## src/rtl/dram_arbiter_if.sv

```systemverilog
// Request/response bundle between two requesters, the arbiter and the data RAM.
// Latency: none (wires only).
// Backpressure: requesters hold req and fields until ack; the RAM side never stalls.
//
// Signals:
//   i_m0_* / i_m1_*   request side of port 0 (CPU) and port 1 (DMA/debug)
//   o_m0_* / o_m1_*   ack pulse and read data back to each port
//   o_ram_*           command to the single-port RAM
//   i_ram_rdata       RAM read data, valid one enabled cycle after cs
// Modports: slave = arbiter view, master = surrounding system (requesters + RAM).
interface dram_arbiter_if #(
    parameter int AW = 10,
    parameter int DW = 32
);
    logic          i_m0_req;
    logic          i_m0_we;
    logic [AW-1:0] i_m0_addr;
    logic [DW-1:0] i_m0_wdata;
    logic          o_m0_ack;
    logic [DW-1:0] o_m0_rdata;

    logic          i_m1_req;
    logic          i_m1_we;
    logic [AW-1:0] i_m1_addr;
    logic [DW-1:0] i_m1_wdata;
    logic          o_m1_ack;
    logic [DW-1:0] o_m1_rdata;

    logic          o_ram_cs;
    logic          o_ram_we;
    logic [AW-1:0] o_ram_addr;
    logic [DW-1:0] o_ram_wdata;
    logic [DW-1:0] i_ram_rdata;

    modport slave (
        input  i_m0_req, i_m0_we, i_m0_addr, i_m0_wdata,
        output o_m0_ack, o_m0_rdata,
        input  i_m1_req, i_m1_we, i_m1_addr, i_m1_wdata,
        output o_m1_ack, o_m1_rdata,
        output o_ram_cs, o_ram_we, o_ram_addr, o_ram_wdata,
        input  i_ram_rdata
    );

    modport master (
        output i_m0_req, i_m0_we, i_m0_addr, i_m0_wdata,
        input  o_m0_ack, o_m0_rdata,
        output i_m1_req, i_m1_we, i_m1_addr, i_m1_wdata,
        input  o_m1_ack, o_m1_rdata,
        input  o_ram_cs, o_ram_we, o_ram_addr, o_ram_wdata,
        output i_ram_rdata
    );
endinterface

```

## src/rtl/dram_arbiter.sv

```systemverilog
// Two-port arbiter in front of the single-port data RAM (port 0 = CPU, port 1 = DMA/debug).
// Latency: ack rises 3 enabled cycles after the req-sampling edge; 4 enabled cycles per access.
// Backpressure: loser's req stays pending until granted; i_clk_en low freezes everything.
//
// Ports: i_clk, i_rst (sync, active high), i_clk_en, bus (dram_arbiter_if.slave).
// Optional: define ARB_ROUND_ROBIN_EN for round-robin tie-break on last_grant;
// without it port 0 always wins ties and port 1 can starve.
module dram_arbiter #(
    parameter int AW = 10,
    parameter int DW = 32
) (
    input  logic           i_clk,
    input  logic           i_rst,
    input  logic           i_clk_en,
    dram_arbiter_if.slave  bus
);

    typedef enum logic [1:0] {
        S_IDLE = 2'd0,  // sample requests, latch winner's command
        S_CMD  = 2'd1,  // cs high, RAM captures the command
        S_WAIT = 2'd2,  // RAM read data valid, register it
        S_ACK  = 2'd3   // one enabled cycle of ack to the winner
    } state_t;

    state_t        state_q, state_d;

    // Winner and its direction are kept separately from o_ram_we, which
    // is cleared after CMD but still needed in WAIT to decide on rdata.
    logic          winner_q, winner_d;
    logic          op_we_q, op_we_d;

    logic          cs_q, cs_d;
    logic          we_q, we_d;
    logic [AW-1:0] addr_q, addr_d;
    logic [DW-1:0] wdata_q, wdata_d;

    logic          ack0_q, ack0_d;
    logic          ack1_q, ack1_d;
    logic [DW-1:0] rdata0_q, rdata0_d;
    logic [DW-1:0] rdata1_q, rdata1_d;

`ifdef ARB_ROUND_ROBIN_EN
    // Port granted most recently; resets to 1 so port 0 wins the first tie.
    logic          last_grant_q, last_grant_d;
`endif

    logic          any_req;
    logic          pick;

    assign any_req = bus.i_m0_req | bus.i_m1_req;

    // Winner selection; only meaningful while any_req is high.
    always_comb begin
        pick = 1'b0;
`ifdef ARB_ROUND_ROBIN_EN
        if (bus.i_m0_req && bus.i_m1_req) begin
            pick = ~last_grant_q;
        end else begin
            pick = bus.i_m1_req;
        end
`else
        pick = ~bus.i_m0_req;
`endif
    end

    always_comb begin
        state_d  = state_q;
        winner_d = winner_q;
        op_we_d  = op_we_q;
        cs_d     = cs_q;
        we_d     = we_q;
        addr_d   = addr_q;
        wdata_d  = wdata_q;
        ack0_d   = ack0_q;
        ack1_d   = ack1_q;
        rdata0_d = rdata0_q;
        rdata1_d = rdata1_q;
`ifdef ARB_ROUND_ROBIN_EN
        last_grant_d = last_grant_q;
`endif

        unique case (state_q)
            S_IDLE: begin
                if (any_req) begin
                    winner_d = pick;
                    cs_d     = 1'b1;
                    if (pick) begin
                        we_d    = bus.i_m1_we;
                        op_we_d = bus.i_m1_we;
                        addr_d  = bus.i_m1_addr;
                        wdata_d = bus.i_m1_wdata;
                    end else begin
                        we_d    = bus.i_m0_we;
                        op_we_d = bus.i_m0_we;
                        addr_d  = bus.i_m0_addr;
                        wdata_d = bus.i_m0_wdata;
                    end
                    state_d = S_CMD;
                end
            end

            S_CMD: begin
                // addr/wdata deliberately left on the bus until the next grant
                cs_d    = 1'b0;
                we_d    = 1'b0;
                state_d = S_WAIT;
            end

            S_WAIT: begin
                if (winner_q) begin
                    ack1_d = 1'b1;
                    if (!op_we_q) begin
                        rdata1_d = bus.i_ram_rdata;
                    end
                end else begin
                    ack0_d = 1'b1;
                    if (!op_we_q) begin
                        rdata0_d = bus.i_ram_rdata;
                    end
                end
                state_d = S_ACK;
            end

            S_ACK: begin
                // Requests are not looked at here; a held req is re-sampled in IDLE.
                ack0_d  = 1'b0;
                ack1_d  = 1'b0;
`ifdef ARB_ROUND_ROBIN_EN
                last_grant_d = winner_q;
`endif
                state_d = S_IDLE;
            end

            default: begin
                state_d = S_IDLE;
            end
        endcase
    end

    // Reset wins over the clock enable; otherwise nothing moves while i_clk_en is low.
    always_ff @(posedge i_clk) begin
        if (i_rst) begin
            state_q  <= S_IDLE;
            winner_q <= 1'b0;
            op_we_q  <= 1'b0;
            cs_q     <= 1'b0;
            we_q     <= 1'b0;
            addr_q   <= '0;
            wdata_q  <= '0;
            ack0_q   <= 1'b0;
            ack1_q   <= 1'b0;
            rdata0_q <= '0;
            rdata1_q <= '0;
`ifdef ARB_ROUND_ROBIN_EN
            last_grant_q <= 1'b1;
`endif
        end else if (i_clk_en) begin
            state_q  <= state_d;
            winner_q <= winner_d;
            op_we_q  <= op_we_d;
            cs_q     <= cs_d;
            we_q     <= we_d;
            addr_q   <= addr_d;
            wdata_q  <= wdata_d;
            ack0_q   <= ack0_d;
            ack1_q   <= ack1_d;
            rdata0_q <= rdata0_d;
            rdata1_q <= rdata1_d;
`ifdef ARB_ROUND_ROBIN_EN
            last_grant_q <= last_grant_d;
`endif
        end
    end

    assign bus.o_ram_cs    = cs_q;
    assign bus.o_ram_we    = we_q;
    assign bus.o_ram_addr  = addr_q;
    assign bus.o_ram_wdata = wdata_q;
    assign bus.o_m0_ack    = ack0_q;
    assign bus.o_m0_rdata  = rdata0_q;
    assign bus.o_m1_ack    = ack1_q;
    assign bus.o_m1_rdata  = rdata1_q;

endmodule
```

## src/flat_wrapper.sv

```systemverilog
// flat-port wrapper written by rule: the top's interface ports become plain ports
module dram_arbiter_flat 
#(
    parameter int AW = 10,
    parameter int DW = 32
)
  (i_clk, i_rst, i_clk_en, bus_i_m0_req, bus_i_m0_we, bus_i_m0_addr, bus_i_m0_wdata, bus_o_m0_ack, bus_o_m0_rdata, bus_i_m1_req, bus_i_m1_we, bus_i_m1_addr, bus_i_m1_wdata, bus_o_m1_ack, bus_o_m1_rdata, bus_o_ram_cs, bus_o_ram_we, bus_o_ram_addr, bus_o_ram_wdata, bus_i_ram_rdata);
  dram_arbiter_if #(.AW(AW), .DW(DW)) bus_i ();
  input  logic i_clk;
  input  logic i_rst;
  input  logic i_clk_en;
  input wire logic [$bits(bus_i.i_m0_req)-1:0] bus_i_m0_req;
  input wire logic [$bits(bus_i.i_m0_we)-1:0] bus_i_m0_we;
  input wire logic [$bits(bus_i.i_m0_addr)-1:0] bus_i_m0_addr;
  input wire logic [$bits(bus_i.i_m0_wdata)-1:0] bus_i_m0_wdata;
  output wire logic [$bits(bus_i.o_m0_ack)-1:0] bus_o_m0_ack;
  output wire logic [$bits(bus_i.o_m0_rdata)-1:0] bus_o_m0_rdata;
  input wire logic [$bits(bus_i.i_m1_req)-1:0] bus_i_m1_req;
  input wire logic [$bits(bus_i.i_m1_we)-1:0] bus_i_m1_we;
  input wire logic [$bits(bus_i.i_m1_addr)-1:0] bus_i_m1_addr;
  input wire logic [$bits(bus_i.i_m1_wdata)-1:0] bus_i_m1_wdata;
  output wire logic [$bits(bus_i.o_m1_ack)-1:0] bus_o_m1_ack;
  output wire logic [$bits(bus_i.o_m1_rdata)-1:0] bus_o_m1_rdata;
  output wire logic [$bits(bus_i.o_ram_cs)-1:0] bus_o_ram_cs;
  output wire logic [$bits(bus_i.o_ram_we)-1:0] bus_o_ram_we;
  output wire logic [$bits(bus_i.o_ram_addr)-1:0] bus_o_ram_addr;
  output wire logic [$bits(bus_i.o_ram_wdata)-1:0] bus_o_ram_wdata;
  input wire logic [$bits(bus_i.i_ram_rdata)-1:0] bus_i_ram_rdata;
  assign bus_i.i_m0_req = bus_i_m0_req;
  assign bus_i.i_m0_we = bus_i_m0_we;
  assign bus_i.i_m0_addr = bus_i_m0_addr;
  assign bus_i.i_m0_wdata = bus_i_m0_wdata;
  assign bus_o_m0_ack = bus_i.o_m0_ack;
  assign bus_o_m0_rdata = bus_i.o_m0_rdata;
  assign bus_i.i_m1_req = bus_i_m1_req;
  assign bus_i.i_m1_we = bus_i_m1_we;
  assign bus_i.i_m1_addr = bus_i_m1_addr;
  assign bus_i.i_m1_wdata = bus_i_m1_wdata;
  assign bus_o_m1_ack = bus_i.o_m1_ack;
  assign bus_o_m1_rdata = bus_i.o_m1_rdata;
  assign bus_o_ram_cs = bus_i.o_ram_cs;
  assign bus_o_ram_we = bus_i.o_ram_we;
  assign bus_o_ram_addr = bus_i.o_ram_addr;
  assign bus_o_ram_wdata = bus_i.o_ram_wdata;
  assign bus_i.i_ram_rdata = bus_i_ram_rdata;
  dram_arbiter #(.AW(AW), .DW(DW)) u_core (.i_clk(i_clk), .i_rst(i_rst), .i_clk_en(i_clk_en), .bus(bus_i));
endmodule
```

## config.mk

```make
export PLATFORM = sky130hd
export DESIGN_NAME = dram_arbiter_flat
export DESIGN_NICKNAME = d
export VERILOG_FILES = /design/src/rtl/dram_arbiter_if.sv /design/src/rtl/dram_arbiter.sv /design/src/flat_wrapper.sv
export SDC_FILE = /design/constraint.sdc
export NUM_CORES = 1
export LEC_CHECK = 0
export ABC_AREA = 1
export BUFFER_PORTS_ARGS = -buffer_cell sky130_fd_sc_hd__buf_2
export CAP_MARGIN = 10
export CORE_ASPECT_RATIO = 1.75
export CORE_MARGIN = 1
export CORE_UTILIZATION = 45
export CTS_BUF_LIST = sky130_fd_sc_hd__clkbuf_8
export DETAILED_ROUTE_END_ITERATION = 7
export PLACE_DENSITY_LB_ADDON = 0.3
export RECOVER_POWER = 50
export REMOVE_ABC_BUFFERS = 1
export SETUP_SLACK_MARGIN = 0.05
export SYNTH_ARGS = -nofsm -noshare
export SYNTH_HDL_FRONTEND = slang
export SYNTH_SLANG_ARGS = --single-unit
```

## constraint.sdc

```tcl
create_clock -name i_clk -period 2.7 [get_ports i_clk]
set_clock_uncertainty 0.15 [all_clocks]
set_input_delay 0.135 -clock i_clk [delete_from_list [all_inputs] [get_ports i_clk]]
set_output_delay 0.135 -clock i_clk [all_outputs]
set_load 0.1 [all_outputs]
```

==> flow_metrics.py <==
metrics = {
    "timing": {
        "period_share": 0.815,
        "slew_viol_final": 0,
        "fin_setup_tns_ns": 0,
        "hold_violations": 0,
        "rsz0062_at_grt": "no",
        "fin_crit_ns": 2.20,
        "setup_violations": 0,
        "max_clock_freq_ghz": 0.454,
        "worstMarginPinSlew_ns": 1.31,
        "slew_headroom": 0.124,
    },
    "setup_path": {
        "critPathMaxFanout": 44,
        "critPathLaunchType": "flop",
        "cp.buffers_inverters": 1,
        "critPathTopFamily": "simple AND/OR/NAND/NOR gates",
        "path_class": "reg2reg",
        "critPathArrivalTime_ns": 2.36,
        "worstPathCellList": "inv_1 -> ha_1 -> nand3_2 -> o21ai_0 -> nor2_1",
        "max_stage_delay_ns": 0.67,
        "cp_slowest_cell": "nand3_2",
        "crit_required_ns": 2.86,
        "cp-end-kind": "flop",
    },
    "cells_and_area": {
        "nFillCells": 788,
        "antennaDiodeCount": 0,
        "fin_cells": 1140,
        "syn_to_final_growth_pct": 56.6,
        "multi_input_area_um2": 2110,
        "drive_gt1_frac": 0.168,
        "fin_nets": 1130,
        "regArea_um2": 2280,
    },
    "global_route": {
        "grt_pass1_wl_um": 25400,
        "grt_pass1_vias": 5534,
        "grt_max_degree": 66,
        "antenna_found_initial": 0,
        "overflow": 0,
        "grt_util_all_layers": 0.301,
    },
    "synthesis": {
        "synth_compound_area_frac": 0.121,
        "async_flop_share": 0,
        "ys_warn_count": 0,
        "yosys_most_used_dff": "dfxtp_1",
        "syn-cell-area_um2": 4660,
        "yosysTopAreaCellShare": 0.489,
        "synthMuxAreaShare": 0,
        "synth_fa_ha_area_frac": 0.0134,
        "synth_seq_cells": 114,
        "synthTopCellsByCount": "nor2_1 (223), nand2_1 (142), dfxtp_1 (114), o21ai_0 (71), o21ai_1 (38)",
        "synthCells": 667,
        "synth_top_family_by_area": "simple AND/OR/NAND/NOR gates",
        "synth_xor_area_frac": 0,
        "synth_edf_count": 0,
        "synth.most_common_cell": "nor2_1",
        "synth_area_leader_cell": "dfxtp_1",
        "yosysSeqAreaShare": 0.489,
        "synthSimpleGateAreaFrac": 0.318,
        "yosysUniqueCellTypes": 19,
        "postSynthAreaPerCell_um2": 6.99,
        "synthTopCellsByArea": "dfxtp_1 (49%), nor2_1 (18%), nand2_1 (11%), o21ai_0 (7.6%), o21ai_1 (4.1%)",
    },
    "cts": {
        "clkSlewWorstSetupHoldPaths_ns": 0.07,
        "cts_resized": 0,
        "clock_sinks": 114,
        "clock_latency_ns": 0.42,
        "cts_tree": "done",
        "htreeDepth": 4,
        "cts-root-buf": "clkbuf_8",
        "cts_buffers": 17,
        "clk_path_buf_depth": 2,
    },
    "detailed_routing": {
        "viasPerCell": 5.04,
        "first_pass_iters": 5,
        "wire_per_inst_um": 14.3,
        "wirelength_um": 16300,
        "initialDrtViolationCount": 274,
        "num_vias": 5749,
        "drcViolationCount": 0,
        "ant_nets": 0,
    },
    "pwr": {
        "vdd_ir_drop_max_mv": 0.436,
        "power.switching_w": 0.00190,
        "power_w": 0.00496,
        "power.leakage_nw": 3.27,
        "seqPwrFrac": 0.374,
        "power.share.switching": 0.382,
        "combPwrFrac": 0.303,
        "p_per_area_nw_per_um2": 679,
        "intPower_w": 0.00306,
        "pwr-share-clk": 0.323,
    },
    "run_status": {
        "outcome": "finished clean",
    },
    "die": {
        "coreArea_um2": 9970,
        "die_area_um2": 10800,
        "die_y_um": 137,
        "initial_core_util": 0.468,
        "ios": 233,
        "fp-row-count": 48,
        "die_w_um": 79.0,
    },
    "job": {
        "max-cap-violations": 0,
    },
    "worst_hold_path": {
        "min_path_type": "in2reg",
    },
    "placement": {
        "io_buffers": 232,
        "post-place-cells": 986,
        "gp_congestion": 0.787,
        "place_hpwl_um": 8660,
    },
}
-- per-layer routing --
layer	vias up	wire length, um	track usage
met1	2571	6160	0.323
li1	2765	-	-
met3	60	1400	0.0900
met5	-	0	0
met4	0	623	0.138
met2	353	8070	0.534
-- layout make-up --
class / instances / share of cell area
clock inverters: 15 / 0.0231
repair buffers: 359 / 0.314
clock buffers: 17 / 0.0320
multi-input cells: 495 / 0.289
well taps: 125 / 0.0214
flip-flops and latches: 114 / 0.312
inverters: 15 / 0.00771
-- power groups by stage --
stage          Clock (W)  Combinational, W  Sequential [W]
6_report         0.00160           0.00150         0.00186
2_1_floorplan          0          0.000302         0.00262
5_1_grt          0.00170           0.00158         0.00187
3_5_place_dp           0           0.00133         0.00188
4_1_cts          0.00164           0.00149         0.00185
3_3_place_gp           0           0.00133         0.00188
-- final timing paths --
check | startpoint | end | slack (ns) | cells after the start
setup reg to reg | u_core.state_q[0] | u_core.bus.o_ram_wdata[0] | 0.50 | 5
setup / recovery | u_core.state_q[0] | u_core.bus.o_ram_wdata[0] | 0.50 | 5
hold / removal | bus_i_m0_req | u_core.bus.o_ram_we | 0.11 | 5
hold reg to reg | u_core.bus.o_m1_ack | u_core.bus.o_m1_ack | 0.32 | 2
-- kinds of logic (layout without fill, tap and decap cells) --
group	Yosys count	count (layout)
flip-flops	114	114
buffers and inverters	58	406
AO/OA/AOI/OAI	113	113
adder cells (fa/ha/maj)	5	5
AND/OR/NAND/NOR	377	377
-- registers in the layout (all words and copies together), names as in the netlist --
signal and flops:
u_core.bus.o_m0_rdata 32, u_core.bus.o_m1_rdata 32, u_core.bus.o_ram_wdata 32, u_core.bus.o_m0_ack 1, u_core.bus.o_ram_cs 1, u_core.winner_q 1
u_core.bus.o_ram_addr 10, u_core.bus.o_ram_we 1, u_core.bus.o_m1_ack 1, u_core.op_we_q 1, u_core.state_q 2
-- stage by stage --
step	hold WS (ns)	area [um^2]	setup slack, ns	utilization
floorplan	0.0541	4450	0.728	-
global placement	0.211	5820	0.621	0.583
detailed placement	0.213	5820	0.565	0.583
CTS	0.0752	7440	0.548	0.746
global route	0.0987	7300	0.340	0.733
finish	0.108	7300	0.499	0.733
-- what timing repair did --
action                                 in CTS  in global routing
hold buffers                              122                  0
buffers inserted                            0                  0
endpoints found under the hold margin     112                  0
-- cells in the final DEF (no fill, tap or decap), types with 4 or more instances in the layout --
cell type	synthesis	routed
nor2_1	223	223
nand2_1	142	142
buf_2	11	123
dlygate4sd3_1	0	122
dfxtp_1	114	114
clkbuf_1	26	109
o21ai_0	71	71
o21ai_1	38	38
clkbuf_8	0	17
inv_1	9	10
inv_2	6	6
ha_1	5	5
clkinv_2	0	5
a21oi_1	4	4
clkinv_4	0	4
buf_4	1	4
-- tightest hold or removal path, stage by stage --
cell and delay (ns):
buf_2 0.18, nand2_1 0.11, a21oi_1 0.07, nor2_1 0.10, nor2_1 0.05
(Power assumes the default switching activity.)
